## config.mk

```make
export PLATFORM = sky130hd
export DESIGN_NAME = tdm_demux_1to8_flat
export DESIGN_NICKNAME = d
export VERILOG_FILES = /design/src/rtl/tdm_demux_1to8_pkg.sv /design/src/rtl/tdm_demux_1to8_if.sv /design/src/rtl/tdm_demux_1to8_dec.sv /design/src/rtl/tdm_demux_1to8.sv /design/src/flat_wrapper.sv
export SDC_FILE = /design/constraint.sdc
export NUM_CORES = 1
export LEC_CHECK = 0
export ABC_AREA = 1
export CORE_MARGIN = 4
export CORE_UTILIZATION = 49
export CTS_CLUSTER_DIAMETER = 50
export DETAILED_ROUTE_END_ITERATION = 8
export GPL_TIMING_DRIVEN = 0
export PLACE_DENSITY = 0.84
export SLEW_MARGIN = 20
export SYNTH_ARGS = -nofsm -noshare
export SYNTH_HDL_FRONTEND = slang
export SYNTH_HIERARCHICAL = 1
export SYNTH_SLANG_ARGS = --single-unit
```

## constraint.sdc

```tcl
create_clock -name clk -period 2.5 [get_ports clk]
set_input_delay 0.25 -clock clk [delete_from_list [all_inputs] [get_ports clk]]
set_output_delay 0.25 -clock clk [all_outputs]
set_load 0.05 [all_outputs]
```

## src/rtl/tdm_demux_1to8_pkg.sv

```systemverilog
// Shared constants, types and helpers for the 1-to-8 TDM demultiplexer.
// The slot index width and channel count are tied together here.
package tdm_demux_1to8_pkg;

  localparam int NUM_CH = 8;
  localparam int SLOT_W = 3;

  typedef enum logic {
    HUNT   = 1'b0,
    LOCKED = 1'b1
  } state_t;

  typedef logic [SLOT_W-1:0] slot_t;

  // Quarter-decoder used by both halves of the write-enable tree.
  function automatic logic [3:0] dec_1to4(input logic en, input logic [1:0] sel);
    logic [3:0] r;
    r      = '0;
    r[sel] = en;
    return r;
  endfunction

endpackage

```

## src/rtl/tdm_demux_1to8_if.sv

```systemverilog
// Bundle of the slot-serial input stream and the demultiplexed outputs.
// The demux itself takes the slave view; whatever feeds it takes the master view.
interface tdm_demux_1to8_if
  import tdm_demux_1to8_pkg::*;
#(
  parameter int DW = 1
);

  logic [DW-1:0]        din;
  logic                 din_valid;
  logic                 sof;
  logic [NUM_CH*DW-1:0] ch_out;
  logic [NUM_CH-1:0]    ch_strobe;
  logic [NUM_CH*DW-1:0] frame_out;
  logic                 frame_valid;
  logic                 locked;
  logic                 sync_err;
  slot_t                slot;

  modport master (
    output din, din_valid, sof,
    input  ch_out, ch_strobe, frame_out, frame_valid, locked, sync_err, slot
  );

  modport slave (
    input  din, din_valid, sof,
    output ch_out, ch_strobe, frame_out, frame_valid, locked, sync_err, slot
  );

endinterface

```

## src/rtl/tdm_demux_1to8_dec.sv

```systemverilog
// Slot index plus enable to one-hot write-enable: a 1:2 split on the top
// index bit feeding two 1:4 quarter decoders.
module demux_1to8_dec
  import tdm_demux_1to8_pkg::*;
(
  input  slot_t             idx,
  input  logic              en,
  output logic [NUM_CH-1:0] onehot
);

  logic en_lo;
  logic en_hi;

  assign en_lo  = en & ~idx[2];
  assign en_hi  = en &  idx[2];
  assign onehot = {dec_1to4(en_hi, idx[1:0]), dec_1to4(en_lo, idx[1:0])};

endmodule

```

## src/rtl/tdm_demux_1to8.sv

```systemverilog
// Registered 1-to-8 TDM demultiplexer: locks on sof, steers each accepted
// beat into its channel register and publishes every complete 8-slot frame.
module tdm_demux_1to8
  import tdm_demux_1to8_pkg::*;
#(
  parameter int DW = 1
)(
  input  logic             clk,
  input  logic             rst,
  tdm_demux_1to8_if.slave  bus
);

  state_t               state_q, state_d;
  slot_t                slot_q, slot_d;
  slot_t                wr_idx;
  logic                 wr_req;
  logic                 err_d;
  logic                 frame_done_d;
  logic [NUM_CH-1:0]    wr_en;

  logic [NUM_CH*DW-1:0] ch_q;
  logic [NUM_CH*DW-1:0] frame_q;
  logic [NUM_CH-1:0]    strobe_q;
  logic                 frame_valid_q;
  logic                 sync_err_q;

  // NOTE: sequential state uses non-blocking assignments so every register
  // samples the pre-edge value of every other register.
  always_ff @(posedge clk or posedge rst) begin
    if (rst) state_q <= HUNT;
    else     state_q <= state_d;
  end

  // LOCKED is sticky; only rst returns to HUNT.
  always_comb begin
    state_d = state_q;
    if (state_q == HUNT && bus.din_valid && bus.sof) state_d = LOCKED;
  end

  // NOTE: every signal gets a default before any branch, otherwise a missed
  // path in always_comb infers a latch.
  always_comb begin
    wr_req       = 1'b0;
    wr_idx       = slot_q;
    slot_d       = slot_q;
    err_d        = 1'b0;
    frame_done_d = 1'b0;
    if (bus.din_valid) begin
      unique case (state_q)
        HUNT: begin
          if (bus.sof) begin
            wr_req = 1'b1;
            wr_idx = '0;
          end
        end
        LOCKED: begin
          wr_req = 1'b1;
          if (bus.sof) begin
            // A resync abandons the partial frame and restarts at slot 0.
            wr_idx = '0;
            err_d  = (slot_q != '0);
          end else begin
            frame_done_d = (slot_q == slot_t'(NUM_CH - 1));
          end
        end
        default: ;
      endcase
    end
    if (wr_req) slot_d = wr_idx + slot_t'(1);
  end

  demux_1to8_dec u_dec (
    .idx    (wr_idx),
    .en     (wr_req),
    .onehot (wr_en)
  );

  // NOTE: the channel and frame registers are cleared by reset because their
  // reset value of zero is observable on the outputs.
  always_ff @(posedge clk or posedge rst) begin
    if (rst) begin
      slot_q        <= '0;
      ch_q          <= '0;
      frame_q       <= '0;
      strobe_q      <= '0;
      frame_valid_q <= 1'b0;
      sync_err_q    <= 1'b0;
    end else begin
      slot_q        <= slot_d;
      strobe_q      <= wr_en;
      frame_valid_q <= frame_done_d;
      sync_err_q    <= err_d;
      for (int k = 0; k < NUM_CH; k++) begin
        if (wr_en[k]) ch_q[k*DW +: DW] <= bus.din;
      end
      // Slot 7 bypasses its own channel register so the frame lands this edge.
      if (frame_done_d) frame_q <= {bus.din, ch_q[(NUM_CH-1)*DW-1:0]};
    end
  end

  assign bus.ch_out      = ch_q;
  assign bus.ch_strobe   = strobe_q;
  assign bus.frame_out   = frame_q;
  assign bus.frame_valid = frame_valid_q;
  assign bus.sync_err    = sync_err_q;
  assign bus.slot        = slot_q;
  assign bus.locked      = (state_q == LOCKED);

endmodule
```

## src/flat_wrapper.sv

```systemverilog
// flat-port wrapper written by rule: the top's interface ports become plain ports
module tdm_demux_1to8_flat import tdm_demux_1to8_pkg::*;
#(
  parameter int DW = 1
)
  (clk, rst, bus_din, bus_din_valid, bus_sof, bus_ch_out, bus_ch_strobe, bus_frame_out, bus_frame_valid, bus_locked, bus_sync_err, bus_slot);
  tdm_demux_1to8_if #(.DW(DW)) bus_i ();
  input  logic clk;
  input  logic rst;
  input wire logic [$bits(bus_i.din)-1:0] bus_din;
  input wire logic [$bits(bus_i.din_valid)-1:0] bus_din_valid;
  input wire logic [$bits(bus_i.sof)-1:0] bus_sof;
  output wire logic [$bits(bus_i.ch_out)-1:0] bus_ch_out;
  output wire logic [$bits(bus_i.ch_strobe)-1:0] bus_ch_strobe;
  output wire logic [$bits(bus_i.frame_out)-1:0] bus_frame_out;
  output wire logic [$bits(bus_i.frame_valid)-1:0] bus_frame_valid;
  output wire logic [$bits(bus_i.locked)-1:0] bus_locked;
  output wire logic [$bits(bus_i.sync_err)-1:0] bus_sync_err;
  output wire logic [$bits(bus_i.slot)-1:0] bus_slot;
  assign bus_i.din = bus_din;
  assign bus_i.din_valid = bus_din_valid;
  assign bus_i.sof = bus_sof;
  assign bus_ch_out = bus_i.ch_out;
  assign bus_ch_strobe = bus_i.ch_strobe;
  assign bus_frame_out = bus_i.frame_out;
  assign bus_frame_valid = bus_i.frame_valid;
  assign bus_locked = bus_i.locked;
  assign bus_sync_err = bus_i.sync_err;
  assign bus_slot = bus_i.slot;
  tdm_demux_1to8 #(.DW(DW)) u_core (.clk(clk), .rst(rst), .bus(bus_i));
endmodule
```

# [Word-level counts from Yosys, hierarchy flattened]
# Index checks and enable logic that the tools add are counted.
[totals] register_bits=30 latchBits=0 ram_bits=0 romBits=0 input_bits=5 output_inout_bits=30 elab_cells=41 n_memories=0
[op_classes] n_addsub=1 n_mul=0 n_div=0 order_cmp=2 eq_ne=1 shifts=0 n_mux=13 n_bitwise=6 reduce_logical=4
[ops] operator="2-to-1 mux 1 bit" n=9
[ops] operator="bitwise AND 4 bit" n=2
[ops] operator="2-to-1 mux 3 bit" n=2
[ops] operator="adder 3 x 1 -> 3 bit, second input constant" n=1
[ops] operator="== test 3 bit, second input constant" n=1
[ops] operator="logical AND 1 bit" n=3
[ops] operator="< comparator 2 x 3 -> 1 bit, second input constant" n=1
[ops] operator="nonzero test 3 bit" n=1
[ops] operator="bitwise AND 1 bit" n=2
[ops] operator="demux 1 bit (select 2 bit)" n=1
[ops] operator=">= comparator 2 x 1 -> 1 bit, second input constant" n=1
[ops] operator="inverter 1 bit" n=2
[ops] operator="case mux 1 bit (2 select lines)" n=1

# [Longest topological paths before layout]
# Gate-level depths: netlist of run 1.
[logic_depth] ltp_word=7 depth_mapped=7 ltp_nobuf=7

# [Hierarchy]
# The synthesis of run 1 kept the hierarchy.
[by_module_without_submodules] module="tdm_demux_1to8" instances=1 cells_each=91 area_each_um2=1111.1 seq_area_each_um2=750.7
[by_module_without_submodules] module="demux_1to8_dec" instances=1 cells_each=17 area_each_um2=63.8 seq_area_each_um2=0.0

# [Least setup slack after synthesis of run 1]
# No wires, ideal clock.
[synth_path] kind="reg-to-reg" from="register u_core.state_q, in the netlist u_core/bus.locked" to="register u_core.ch_q[7], in the netlist u_core/bus.ch_out[7]" setup_ns=0.125 arrival_ns=1.560 t_required_ns=2.375 path_slack_ns=0.815 stages_incl_launch_ff=6 path_buffers=0 synth_period_minus_slack_ns=1.685 cell_sequence="dfrtp_1 -> nand2_2 -> nand2_2 -> nand2_1 -> nor2_1 -> mux2_2"
[synth_between] elab_chain_cells=5
[synth_lines] item="from (decl)" line_no="tdm_demux_1to8.sv:13" source="state_t state_q, state_d;"
[synth_lines] item="from (signal assigned)" line_no="tdm_demux_1to8.sv:31" source="else state_q <= state_d;"
[synth_lines] item="inverter 1 bit" line_no="tdm_demux_1to8.sv:49" source="unique case (state_q)"
[synth_lines] item="case mux 1 bit (2 select lines) (*)" line_no="tdm_demux_1to8.sv:49"
[synth_lines] item="2-to-1 mux 1 bit (*)" line_no="tdm_demux_1to8.sv:48" source="if (bus.din_valid) begin"
[synth_lines] item="named net u_core.wr_req" line_no="tdm_demux_1to8.sv:16" source="logic wr_req;"
[synth_lines] item="bitwise AND 1 bit (*)" line_no="tdm_demux_1to8_dec.sv:15" source="assign en_hi = en & idx[2];"
[synth_lines] item="bitwise AND 4 bit (no line) (*)"
[synth_lines] item="named net u_core.wr_en[7]" line_no="tdm_demux_1to8.sv:19" source="logic [NUM_CH-1:0] wr_en;"
[synth_lines] item="to (signal, indexed assignment)" line_no="tdm_demux_1to8.sv:94" source="if (wr_en[k]) ch_q[k*DW +: DW] <= bus.din;"
[synth_lines] item="to (decl)" line_no="tdm_demux_1to8.sv:21" source="logic [NUM_CH*DW-1:0] ch_q;"
# The timed path passes the listed nets; every way through them passes the cells marked *.
# A chain may end at the register's enable or synchronous reset.

# [Final worst setup path of run 1]
[layout_path] from="register u_core.slot_q[2], in the netlist u_core/bus.slot[2]" to="output bus_slot[2]"
[layout_rtl] item="from (decl)" line_no="tdm_demux_1to8.sv:14" source="slot_t slot_q, slot_d;"
[layout_rtl] item="from (signal assigned)" line_no="tdm_demux_1to8.sv:89" source="slot_q <= slot_d;"
[layout_rtl] item="to (decl)" line_no="flat_wrapper.sv:19" source="output wire logic [$bits(bus_i.slot)-1:0] bus_slot;"
# No word-level cell between the ends.

==> out/metrics.cfg, run 1 <==
[timing]
hold_violations=0
max_slew_margin=0.599
maxSlewViolCount=0
setup-tns-final_ns=0
max_freq_ghz=0.540
timing.clock.skew_ns=0.00331
finalCriticalPeriod_ns=1.85
rsz0062_at_grt=false
worst_pin_slew_ns=0.600
setup_viol=0
finalCritPeriodShare=0.741

[worst_setup_path]
slowest_delay_ns=0.84
crit_slowest_cell=clkdlybuf4s50_1
startpoint_type=register
path_max_fanout=4
path_class=register to output port
crit_chain=clkdlybuf4s50_1
end_kind=output port
required_ns=2.25
cpLargestDelayFamily=buffers and inverters
r2r_slack_ns=0.98
critical_path_arrival_ns=1.60
crit_buf_inv=1

[clock_tree]
cts_tree=yes
worstSkewPairLatency_ns=0.32
clockRootBuffer=clkbuf_4
cts.htree.levels=2
cts_resized=0
cts_buffer_depth=2
clk_pin_slew_ns=0.09
numCtsBuffers=5
cts_hold_buf=0
post_cts_buffers=0
cts.sinks=30

[yosys]
ys_ff_latch=30
yosysTopAreaCell=dfrtp_1
yosysWarnings=6
yosysTopAreaCellShare=0.639
ys_seq_area_frac=0.639
synth.net_count=114
synth_cells=108
synth_common_cells=30 x dfrtp_1, 29 x nand2_1, 11 x nor2_1
syn_area_mm2=0.00117
synth_cell_types=15
async_reset_ff_frac=1.00
yosysMostFrequentCell=dfrtp_1
ys.flop_type=dfrtp_1
avgSynthCellArea_um2=10.9
synth-edff-count=0
synth_area_leaders=dfrtp_1 64%, nand2_1 9.3%, mux2_2 7.7%

[floorplanning]
die_w_um=57.0
rows=17
pin_count=35
die_h_um=57.0
die-area_mm2=0.00325
start_util=0.521
coreArea_mm2=0.00225

[routing]
dr.pass1.iters=4
vias=880
routed_via_density=4.94
drt_iter0_drc=24
drt_wl_total_um=2300
wl_per_cell_um=12.9
ant_nets=0
drcViolationCount=0

[cells_and_area]
n_fill_cell=181
syn_to_final_growth_pct=37.1
post-route-util=0.714
drive_above_1_share=0.153
multiInputGateArea_um2=390
antenna-diode-count=0
finalNonFillerCells=178
register_area_um2=751
finalNetCount=155

[grt]
antenna_found_initial=0
grt_max_degree=31
grt_pass1_wl_um=4020
grt_usage=0.166
grt_pass1_vias=882
overflow=0

[place]
dp.cells=170
portBuffers=34
gp_congestion=0.779
dpl.hpwl_um=1720

[pwr]
cellPowerDensity_mw_per_mm2=1320
ir_drop_v=0.000847
leakage_uw=0.000807
power_uw=2120

[run]
maxCapViolations=0

[run_status]
status=finished clean

[min_path]
hold_class=input port to async pin

-- final cells by class --
class                           instances  area share
Clock buffer                            7      0.0342
Clock inverter                          1     0.00311
Inverter                                9      0.0210
Multi-Input combinational cell         69       0.242
Sequential cell                        30       0.466
Tap cell                               28      0.0218
Timing Repair Buffer                   34       0.211
-- metal layers --
| layer | up-vias | track usage | wire length (µm) |
|---|---|---|---|
| met1 | 421 | 0.190 | 986 |
| met3 | 4 | 0.0724 | 159 |
| met4 | 0 | 0.106 | 44 |
| met5 | - | 0 | 0 |
| met2 | 31 | 0.254 | 1110 |
| li1 | 424 | - | - |
-- per-stage QoR --
stage          instance area (µm²)  hold WS [ns]  setup slack [ns]
5_1_grt                       1610         0.357             0.556
4_1_cts                       1610         0.480             0.615
2_1_floorplan                 1170         0.341             0.815
3_5_place_dp                  1550         0.458             0.544
3_3_place_gp                  1550         0.453             0.573
6_report                      1610         0.315             0.647
-- cells by family (layout without fill, tap and decap cells) --
| family | Yosys count | in the layout | synth area share |
|---|---|---|---|
| AO/OA/AOI/OAI | 3 | 3 | 0.0128 |
| adder cells (fa/ha/maj) | 1 | 1 | 0.0106 |
| buffers and inverters | 9 | 51 | 0.0288 |
| flip-flops | 30 | 30 | 0.639 |
| multiplexers | 8 | 8 | 0.0767 |
| AND/OR/NAND/NOR | 57 | 57 | 0.232 |
-- worst paths after layout --
kind                                           end                    start  depth (start not counted)
min reg2reg                u_core/bus.frame_out[7]  u_core/bus.frame_out[7]                          2
max reg2reg                   u_core/bus.ch_out[3]       u_core/bus.slot[1]                          5
min in group clk           u_core/bus.frame_out[7]  u_core/bus.frame_out[7]                          2
max                                    bus_slot[2]       u_core/bus.slot[2]                          1
max in group asynchronous     u_core/bus.ch_out[1]                      rst                          2
min                            u_core/bus.sync_err                      rst                          2
-- sequential cells by signal (all words and copies together), names as in the netlist --
name / flops
u_core/bus.ch_out: 8
u_core/bus.slot: 3
u_core/bus.frame_out: 8
u_core/bus.frame_valid: 1
u_core/bus.sync_err: 1
u_core/bus.locked: 1
u_core/bus.ch_strobe: 8
-- power breakdown --
part	internal, µW	switching, µW
sequential	634	99.1
combinational	355	739
clock	136	156
-- layout by cell type (no fill, tap or decap), types with 2 or more instances in the layout --
master            n
nor2_1           11
mux2_2            8
o21ai_0           3
inv_1             7
clkbuf_4          5
nand2_2           2
clkdlybuf4s50_1  34
nand2_1          29
nand2_4           2
dfrtp_1          30
inv_2             2
nand3_1           9
Note: power is estimated with default switching activity, not from simulation.
==> run 2, diff against run 1 <==
--- a/config.mk
+++ b/config.mk
@@ -6,12 +6,13 @@
 export NUM_CORES = 1
 export LEC_CHECK = 0
 export ABC_AREA = 1
+export CORE_ASPECT_RATIO = 2
 export CORE_MARGIN = 4
-export CORE_UTILIZATION = 49
+export CORE_UTILIZATION = 41
 export CTS_CLUSTER_DIAMETER = 50
 export DETAILED_ROUTE_END_ITERATION = 8
 export GPL_TIMING_DRIVEN = 0
-export PLACE_DENSITY = 0.84
+export PLACE_DENSITY = 0.75
 export SLEW_MARGIN = 20
 export SYNTH_ARGS = -nofsm -noshare
 export SYNTH_HDL_FRONTEND = slang
==> constraint.sdc (replaced) <==
create_clock -name clk -period 1.64 [get_ports clk]
set_input_delay 0.164 -clock clk [delete_from_list [all_inputs] [get_ports clk]]
set_output_delay 0.164 -clock clk [all_outputs]
set_load 0.05 [all_outputs]
==> run 2 against run 1 <==
Combinational power rose by 47%; die area rose by 18%; first-iteration DRC count fell by 50%; sequential share of layout area fell by 1.1 points; clock skew fell by 0.00070 ns; critical path depth did not move; clock-buffer cell count did not move; critical endpoint is now bus_frame_out[3]; clock power rose by 100%; non-clock buffer count did not move; power rose by 57%; global-route usage fell by 2.0 points.
==> out/metrics.cfg, run 2 (synthesized netlist as in run 1, its figures left out) <==
[routing]
ant_nets=0  ; unchanged
drt_wl_total_um=2470  ; +7.1%
drcViolationCount=0  ; unchanged
dr.pass1.iters=4  ; unchanged
routed_via_density=4.83  ; -2.4%
vias=864  ; -1.8%
drt_iter0_drc=12  ; -50%
wl_per_cell_um=13.8  ; +6.5%

[pwr]
ir_drop_v=0.00110  ; +29%
power_uw=3330  ; +57%
cellPowerDensity_mw_per_mm2=2010  ; +52%
leakage_uw=0.000894  ; +11%

[timing]
max_slew_margin=0.596  ; -0.00327
finalCriticalPeriod_ns=1.59
hold_violations=0  ; unchanged
max_freq_ghz=0.627
finalCritPeriodShare=0.972
worst_pin_slew_ns=0.605  ; +0.00489 ns
hold_slack_ns=0.276  ; -0.0393 ns
rsz0062_at_grt=false
setup_viol=0  ; unchanged
maxSlewViolCount=0  ; unchanged
timing.clock.skew_ns=0.00261  ; -0.000701 ns

[clock_tree]
clockRootBuffer=clkbuf_8
clk_pin_slew_ns=0.06  ; -0.03 ns
cts.sinks=30  ; unchanged
cts_tree=yes
cts.htree.levels=2  ; unchanged
numCtsBuffers=5  ; unchanged
cts_hold_buf=0  ; unchanged
worstSkewPairLatency_ns=0.28  ; -0.04 ns
cts_buffer_depth=2  ; unchanged

[floorplanning]
pin_count=35  ; unchanged
coreArea_mm2=0.00274  ; +21%
die-area_mm2=0.00384  ; +18%
die_w_um=45.9  ; -20%
rows=27  ; +10
die_h_um=83.7  ; +47%
start_util=0.429  ; -0.0917

[cells_and_area]
finalNetCount=155  ; unchanged
post-route-util=0.606  ; -0.108
syn_to_final_growth_pct=41.1
antenna-diode-count=0  ; unchanged
final_common_cell=nand2_1
drive_above_1_share=0.200  ; +0.0467
final_cell_mix=29 x nand2_1, 27 x dfrtp_1, 20 x clkdlybuf4s50_1

[place]
portBuffers=34  ; unchanged
dpl.hpwl_um=1890  ; +10%
gp_congestion=0.771  ; -1.1%

[min_path]
hold_class=input port to async pin

[run]
maxCapViolations=0  ; unchanged

[worst_setup_path]
critical_path_arrival_ns=1.43  ; -0.17 ns
crit_slowest_cell=clkdlybuf4s50_1
cpLargestDelayFamily=buffers and inverters
startpoint_type=register
end_kind=output port
path_class=register to output port
crit_buf_inv=1  ; unchanged
crit_chain=clkdlybuf4s50_1
path_max_fanout=2  ; -2
required_ns=1.48  ; -0.77 ns
slowest_delay_ns=0.80  ; -0.04 ns

[grt]
grt_pass1_wl_um=4130  ; +2.9%
overflow=0  ; unchanged
grt_pass1_vias=875  ; -0.79%
grt_usage=0.146  ; -0.0202
grt_max_degree=31  ; unchanged
antenna_found_initial=0  ; unchanged

[run_status]
status=finished clean

## run 2: final timing paths
path	end	start	cells after the start	slack, ns
max	bus_frame_out[3]	u_core/bus.frame_out[3]	1	0.05
min	u_core/bus.frame_out[5]	rst	2	0.28
max reg2reg	u_core/bus.ch_out[2]	u_core/bus.locked	5	0.21
min reg2reg	u_core/bus.frame_out[0]	u_core/bus.frame_out[0]	2	0.47
max in group asynchronous	u_core/bus.slot[0]	rst	2	0.92
min in group clk	u_core/bus.slot[0]	bus_sof	3	0.28
## run 2: layout make-up
type / instances / area (µm²)
well taps: 29 / 36.3
inverters: 9 / 33.8
flip-flops and latches: 30 / 754
multi-input cells: 69 / 400
fillers: 228 / 1080
repair buffers: 34 / 342
clock buffers: 7 / 86.3
clock inverters: 1 / 5.00
## run 2: per-layer routing
layer  wire [µm]  vias to the layer above  GRT usage
met5           0                        -          0
met1         878                      415      0.156
met4          46                        0     0.0622
li1            -                      421          -
met2        1400                       23      0.246
met3         142                        5     0.0475
## run 2: repair_timing
action                                  CTS  global route
buffers inserted                          0             0
resized for setup                         9             9
cloned                                    0             0
endpoints found under the setup margin    9            12
## run 2: metrics by stage
step / std cells / instance area [µm²] / worst slack, ns / TNS, ns
3_5_place_dp: 171 / 1560 / -0.247 / -1.75
5_1_grt: 179 / 1660 / 0.000756 / 0
4_1_cts: 179 / 1640 / 0.00304 / 0
3_3_place_gp: 171 / 1560 / -0.244 / -1.65
2_1_floorplan: 108 / 1180 / 0.0502 / 0
6_report: 179 / 1660 / 0.0454 / 0
## run 2: power breakdown
group,leakage [µW],internal [µW],switching (µW)
clock,0.0000482,338,260
combinational,0.000460,476,1120
sequential,0.000385,971,157
==> run 3, diff against run 2 <==
--- a/config.mk
+++ b/config.mk
@@ -8,11 +8,11 @@
 export ABC_AREA = 1
 export CORE_ASPECT_RATIO = 2
 export CORE_MARGIN = 4
-export CORE_UTILIZATION = 41
+export CORE_UTILIZATION = 45
 export CTS_CLUSTER_DIAMETER = 50
 export DETAILED_ROUTE_END_ITERATION = 8
 export GPL_TIMING_DRIVEN = 0
-export PLACE_DENSITY = 0.75
+export PLACE_DENSITY = 0.78
 export SLEW_MARGIN = 20
 export SYNTH_ARGS = -nofsm -noshare
 export SYNTH_HDL_FRONTEND = slang
==> constraint.sdc (replaced) <==
create_clock -name clk -period 1.7 [get_ports clk]
set_input_delay 0.255 -clock clk [delete_from_list [all_inputs] [get_ports clk]]
set_output_delay 0.255 -clock clk [all_outputs]
set_load 0.05 [all_outputs]
==> run 3 against run 2 <==
Global-route usage increased by 2.0 points; utilization rose by 6.0 points; critical path depth did not move; register-to-register slack about the same; critical path type unchanged; highest routed layer unchanged.
==> out/metrics.cfg, run 3 (synthesized netlist as in run 1, its figures left out) <==
[floorplanning]
start_util=0.463  ; +0.0337
coreArea_mm2=0.00254  ; -7.3%
die-area_mm2=0.00354  ; -7.7%
die_w_um=44.1  ; -3.8%
die_h_um=80.3  ; -4.1%
rows=26  ; -3.7%
pin_count=35  ; unchanged

[timing]
rsz0062_at_grt=false
hold_violations=0  ; unchanged
finalCriticalPeriod_ns=1.66
timing.clock.skew_ns=0.00463  ; +0.00202 ns
worst_pin_slew_ns=0.596  ; -0.00916 ns
setup_viol=0  ; unchanged
max_freq_ghz=0.603
maxSlewViolCount=0  ; unchanged
finalCritPeriodShare=0.976
hold_slack_ns=0.371  ; +0.0955 ns
max_slew_margin=0.602  ; +0.00611

[grt]
overflow=0  ; unchanged
antenna_found_initial=0  ; unchanged
grt_pass1_wl_um=4150  ; +0.31%
grt_pass1_vias=863  ; -1.4%
grt_max_degree=31  ; unchanged
grt_usage=0.166  ; +0.0195

[cells_and_area]
finalNetCount=157  ; +1.3%
register_area_um2=751  ; -0.50%
final_area_mm2=0.00169  ; +1.9%
syn_to_final_growth_pct=43.8
antenna-diode-count=0  ; unchanged
final_cell_mix=30 x dfrtp_1, 28 x nand2_1, 12 x dlymetal6s2s_1, 12 x dlygate4sd2_1, 10 x clkdlybuf4s50_1
multiInputGateArea_um2=408  ; +1.9%
final_common_cell=dfrtp_1
drive_above_1_share=0.217  ; +0.0171
n_fill_cell=215  ; -5.7%

[worst_setup_path]
r2r_slack_ns=0.22  ; about the same
path_class=register to output port
crit_slowest_cell=clkdlybuf4s50_1
cpLargestDelayFamily=buffers and inverters
end_kind=output port
crit_chain=clkdlybuf4s50_1
required_ns=1.44  ; -0.04 ns
r2r-end=u_core/bus.ch_out[3]
crit_buf_inv=1  ; unchanged
startpoint_type=register
slowest_delay_ns=0.79  ; about the same
cp.depth=1  ; unchanged
critical_path_arrival_ns=1.40  ; -0.03 ns
r2r-start=u_core/bus.locked
path_max_fanout=1  ; -1
reg2reg_depth=5  ; unchanged
critPathLaunch=u_core/bus.ch_strobe[6]
cp-endpoint=bus_ch_strobe[6]

[routing]
wl_per_cell_um=13.8  ; about the same
drcViolationCount=0  ; unchanged
drt_wl_total_um=2480  ; +0.49%
ant_nets=0  ; unchanged
vias=883  ; +2.2%
routed_via_density=4.91  ; +1.6%
dr.pass1.iters=4  ; unchanged
drt_iter0_drc=15  ; +3

[clock_tree]
cts_tree=yes
worstSkewPairLatency_ns=0.28  ; about the same
clk_pin_slew_ns=0.06  ; about the same
clockRootBuffer=clkbuf_8
cts.htree.levels=2  ; unchanged
cts.sinks=30  ; unchanged
numCtsBuffers=5  ; unchanged
cts_buffer_depth=2  ; unchanged

[place]
gp_congestion=0.786  ; +2.0%
portBuffers=34  ; unchanged
dpl.hpwl_um=1870  ; -1.5%
place_area_mm2=0.00155  ; -0.32%

[pwr]
leakage_uw=0.00105  ; +17%
power_uw=3190  ; -4.0%
cellPowerDensity_mw_per_mm2=1890  ; -5.7%
ir_drop_v=0.00101  ; -7.5%

[min_path]
hold_class=input port to async pin

[run_status]
status=finished clean

[run]
maxCapViolations=0  ; unchanged

-- run 3: cell count changes in the layout (fill, tap and decap cells not counted), moves of 3 or more --
cell / previous run / this run
dfrtp_1: 27 / 30
dlymetal6s2s_1: 5 / 12
clkdlybuf4s50_1: 20 / 10
dfrtp_2: 3 / 0
dlygate4sd2_1: 9 / 12
-- run 3: cell type report --
cell class	instances	area share
sequential	30	0.444
tap	28	0.0207
multi-input combinational	69	0.241
clock inverter	1	0.00296
clock buffer	7	0.0511
timing repair buffer	36	0.219
inverter	9	0.0200
-- run 3: worst min-delay path by stage --
stage                                          to  cells after the start
after floorplan              u_core/bus.ch_out[0]                      1
after global placement    u_core/bus.frame_out[6]                      2
after detailed placement  u_core/bus.frame_out[5]                      2
after CTS                 u_core/bus.frame_out[2]                      2
after global routing         u_core/bus.ch_out[2]                      2
final                     u_core/bus.frame_out[0]                      2
-- run 3: metal layers --
metal | vias up | GRT usage | wire length [µm]
li1 | 424 | - | -
met1 | 430 | 0.185 | 865
met2 | 24 | 0.263 | 1390
met3 | 5 | 0.0561 | 163
met4 | 0 | 0.0997 | 55
met5 | - | 0 | 0
-- run 3: power breakdown --
| part | leakage, µW | switching (µW) | internal (µW) |
|---|---|---|---|
| clock | 0.0000482 | 244 | 325 |
| sequential | 0.000388 | 138 | 934 |
| combinational | 0.000610 | 1100 | 448 |
-- run 3: metrics by stage --
stage	utilization	TNS [ns]	cells	setup WS (ns)
floorplan	-	0	108	0.0149
global placement	0.611	-1.90	170	-0.277
detailed placement	0.611	-2.19	170	-0.317
CTS	0.644	0	178	0.00320
global route	0.666	0	180	0.00476
finish	0.666	0	180	0.0414
-- run 3: repair_timing --
item                                   CTS  global route
gates resized for setup                 15            17
gates cloned                             0             0
endpoints found under the hold margin    0             0
setup buffers                            0             2
setup endpoints to repair               14            18
hold buffers                             0             0
pin swaps                                0             2
==> variant: new RTL, config.mk and constraints of run 3 <==
Set the package constant `SLOT_W` to 6 (it was 3).
--- a/src/rtl/tdm_demux_1to8_pkg.sv
+++ b/src/rtl/tdm_demux_1to8_pkg.sv
@@ -3,7 +3,7 @@
 package tdm_demux_1to8_pkg;
 
   localparam int NUM_CH = 8;
-  localparam int SLOT_W = 3;
+  localparam int SLOT_W = 6;
 
   typedef enum logic {
     HUNT   = 1'b0,
Interface: changed (resized bus_slot); port bits go from 35 to 38. The function was not compared with the original's and may differ.
==> variant against run 3 <==
Worst setup slack gained 5.6 ps; sequential cell count is 3 higher; sequential power decreased by 7%; combinational power fell by 39%; wire length up 20%; critical path depth did not move; clock power decreased by 3%; maximum frequency is 0.34% higher; power fell by 22%; global-route usage up 0.67 points; synthesized area rose by 15%; via count is 20% higher; cell area is 10% higher; critical endpoint is now bus_ch_strobe[5].
==> variant: results (changes against run 3) <==
stage;metric;value;unit;change
drt;DRT iter0 DRCs;13;;was 15
placed_design;gp weighted congestion;0.725;;was 0.786
placed_design;Port Buffers;37;;was 34
final_layout;Nets;184;;was 157
drt;total wire length;2970;µm;was 2480 µm
timing;clock skew;5.15;ps;was 4.63 ps
grt;largest net degree at the start of global routing;34;;was 31
worst_setup_path;CP max stage cell;clkdlybuf4s50_1;;unchanged
drt;per-cell routed wire length;14.2;µm;was 13.8 µm
drt;First-pass DRT Iterations;4;;unchanged
drt;routed vias/inst;5.06;;was 4.91
grt;via count of the first global-routing pass;1054;;was 863
outcome;status;finished, final reports clean;;unchanged
timing;Slew headroom;0.560;;was 0.602
power;Worst VDD drop;0.800;mV;was 1.01 mV
worst_setup_path;crit-path max FO;1;;unchanged
placed_design;hpwl dp;2270;µm;was 1870 µm
clock_tree;post-CTS setup buffer count;0;;unchanged
worst_setup_path;crit-path leading delay family;buffers and inverters;;unchanged
grt;Total Routing Usage GR;0.172;;was 0.166
hold_path;worst hold path type;primary input to async pin;;unchanged
final_layout;# diodes;0;;unchanged
clock_tree;Clock Tree Root;clkbuf_8;;unchanged
grt;antenna violations before repair;0;;unchanged
worst_setup_path;Critical R2R Launch;u_core/bus.locked;;unchanged
clock_tree;clk buf depth;2;;unchanged
yosys;YS warnings;6;;unchanged
clock_tree;clock latency on the worst-skew pair;280;ps;about the same
worst_setup_path;Setup crit start;u_core/bus.ch_strobe[5];;was u_core/bus.ch_strobe[6]
grt;first-pass GRT wire length;4840;µm;was 4150 µm
placed_design;Placed Instances;201;;was 170
worst_setup_path;CP arrival;1400;ps;about the same
power;Leak;1.19;nW;was 1.05 nW
clock_tree;TritonCTS Buffers;5;;unchanged
worst_setup_path;slowest stage delay, CP;790;ps;about the same
yosys;Mapped Avg Cell Area;10.0;µm²;was 10.9 µm²
yosys;Post-Synthesis Net Count;140;;was 114
final_layout;fraction of layout cells with a size suffix above 1;0.172;;was 0.217
power;Psw;1.04;mW;was 1.49 mW
clock_tree;htree depth;2;;unchanged
clock_tree;Clk pin slew, worst setup/hold paths;70;ps;
-- variant: worst paths after layout --
path	to	slack, ps	depth (start not counted)
setup / recovery	bus_ch_strobe[5]	50	1
hold / removal	u_core/bus.frame_out[2]	380	2
setup reg to reg	u_core/bus.ch_out[0]	240	5
hold reg to reg	u_core/bus.frame_out[6]	470	2
max in group asynchronous	u_core/bus.frame_out[5]	890	2
min in group clk	u_core/bus.frame_out[6]	470	2
-- variant: final cells by class --
cell class / count / area [µm²]
repair buffers: 37 / 372
fillers: 218 / 941
multi-input cells: 89 / 498
inverters: 13 / 48.8
clock inverters: 2 / 10.0
well taps: 29 / 36.3
clock buffers: 6 / 72.6
flip-flops and latches: 33 / 826
-- variant: power by group through the flow --
stage          clock (mW)  sequential, mW  combinational [mW]
2_1_floorplan           0            1.47               0.217
3_3_place_gp            0            1.02               0.994
3_5_place_dp            0            1.03                1.01
4_1_cts             0.572            1.01               0.939
5_1_grt             0.606            1.03               0.989
6_report            0.551            1.00               0.940
-- variant: per-stage QoR --
stage,worst slack (ps),area [µm²],total power [mW],setup TNS [ps],util
after global placement,-225,1760,2.01,-1560,0.627
after CTS,3.94,1820,2.52,0,0.648
after floorplan,7.51,1350,1.69,0,-
after detailed placement,-270,1760,2.04,-1860,0.627
after global routing,2.48,1860,2.62,0,0.664
final,47.0,1860,2.49,0,0.664
-- variant: metal layers --
metal | global-route usage | wire [µm]
met1 | 0.164 | 975
met5 | 0 | 0
met4 | 0.0882 | 65
met2 | 0.300 | 1750
met3 | 0.0630 | 177
-- variant: timing repair --
item                                    4_1_cts  5_1_grt
endpoints found under the hold margin         0        0
gates resized for setup                      19       17
pin swaps                                     0        1
endpoints found under the setup margin       19       16
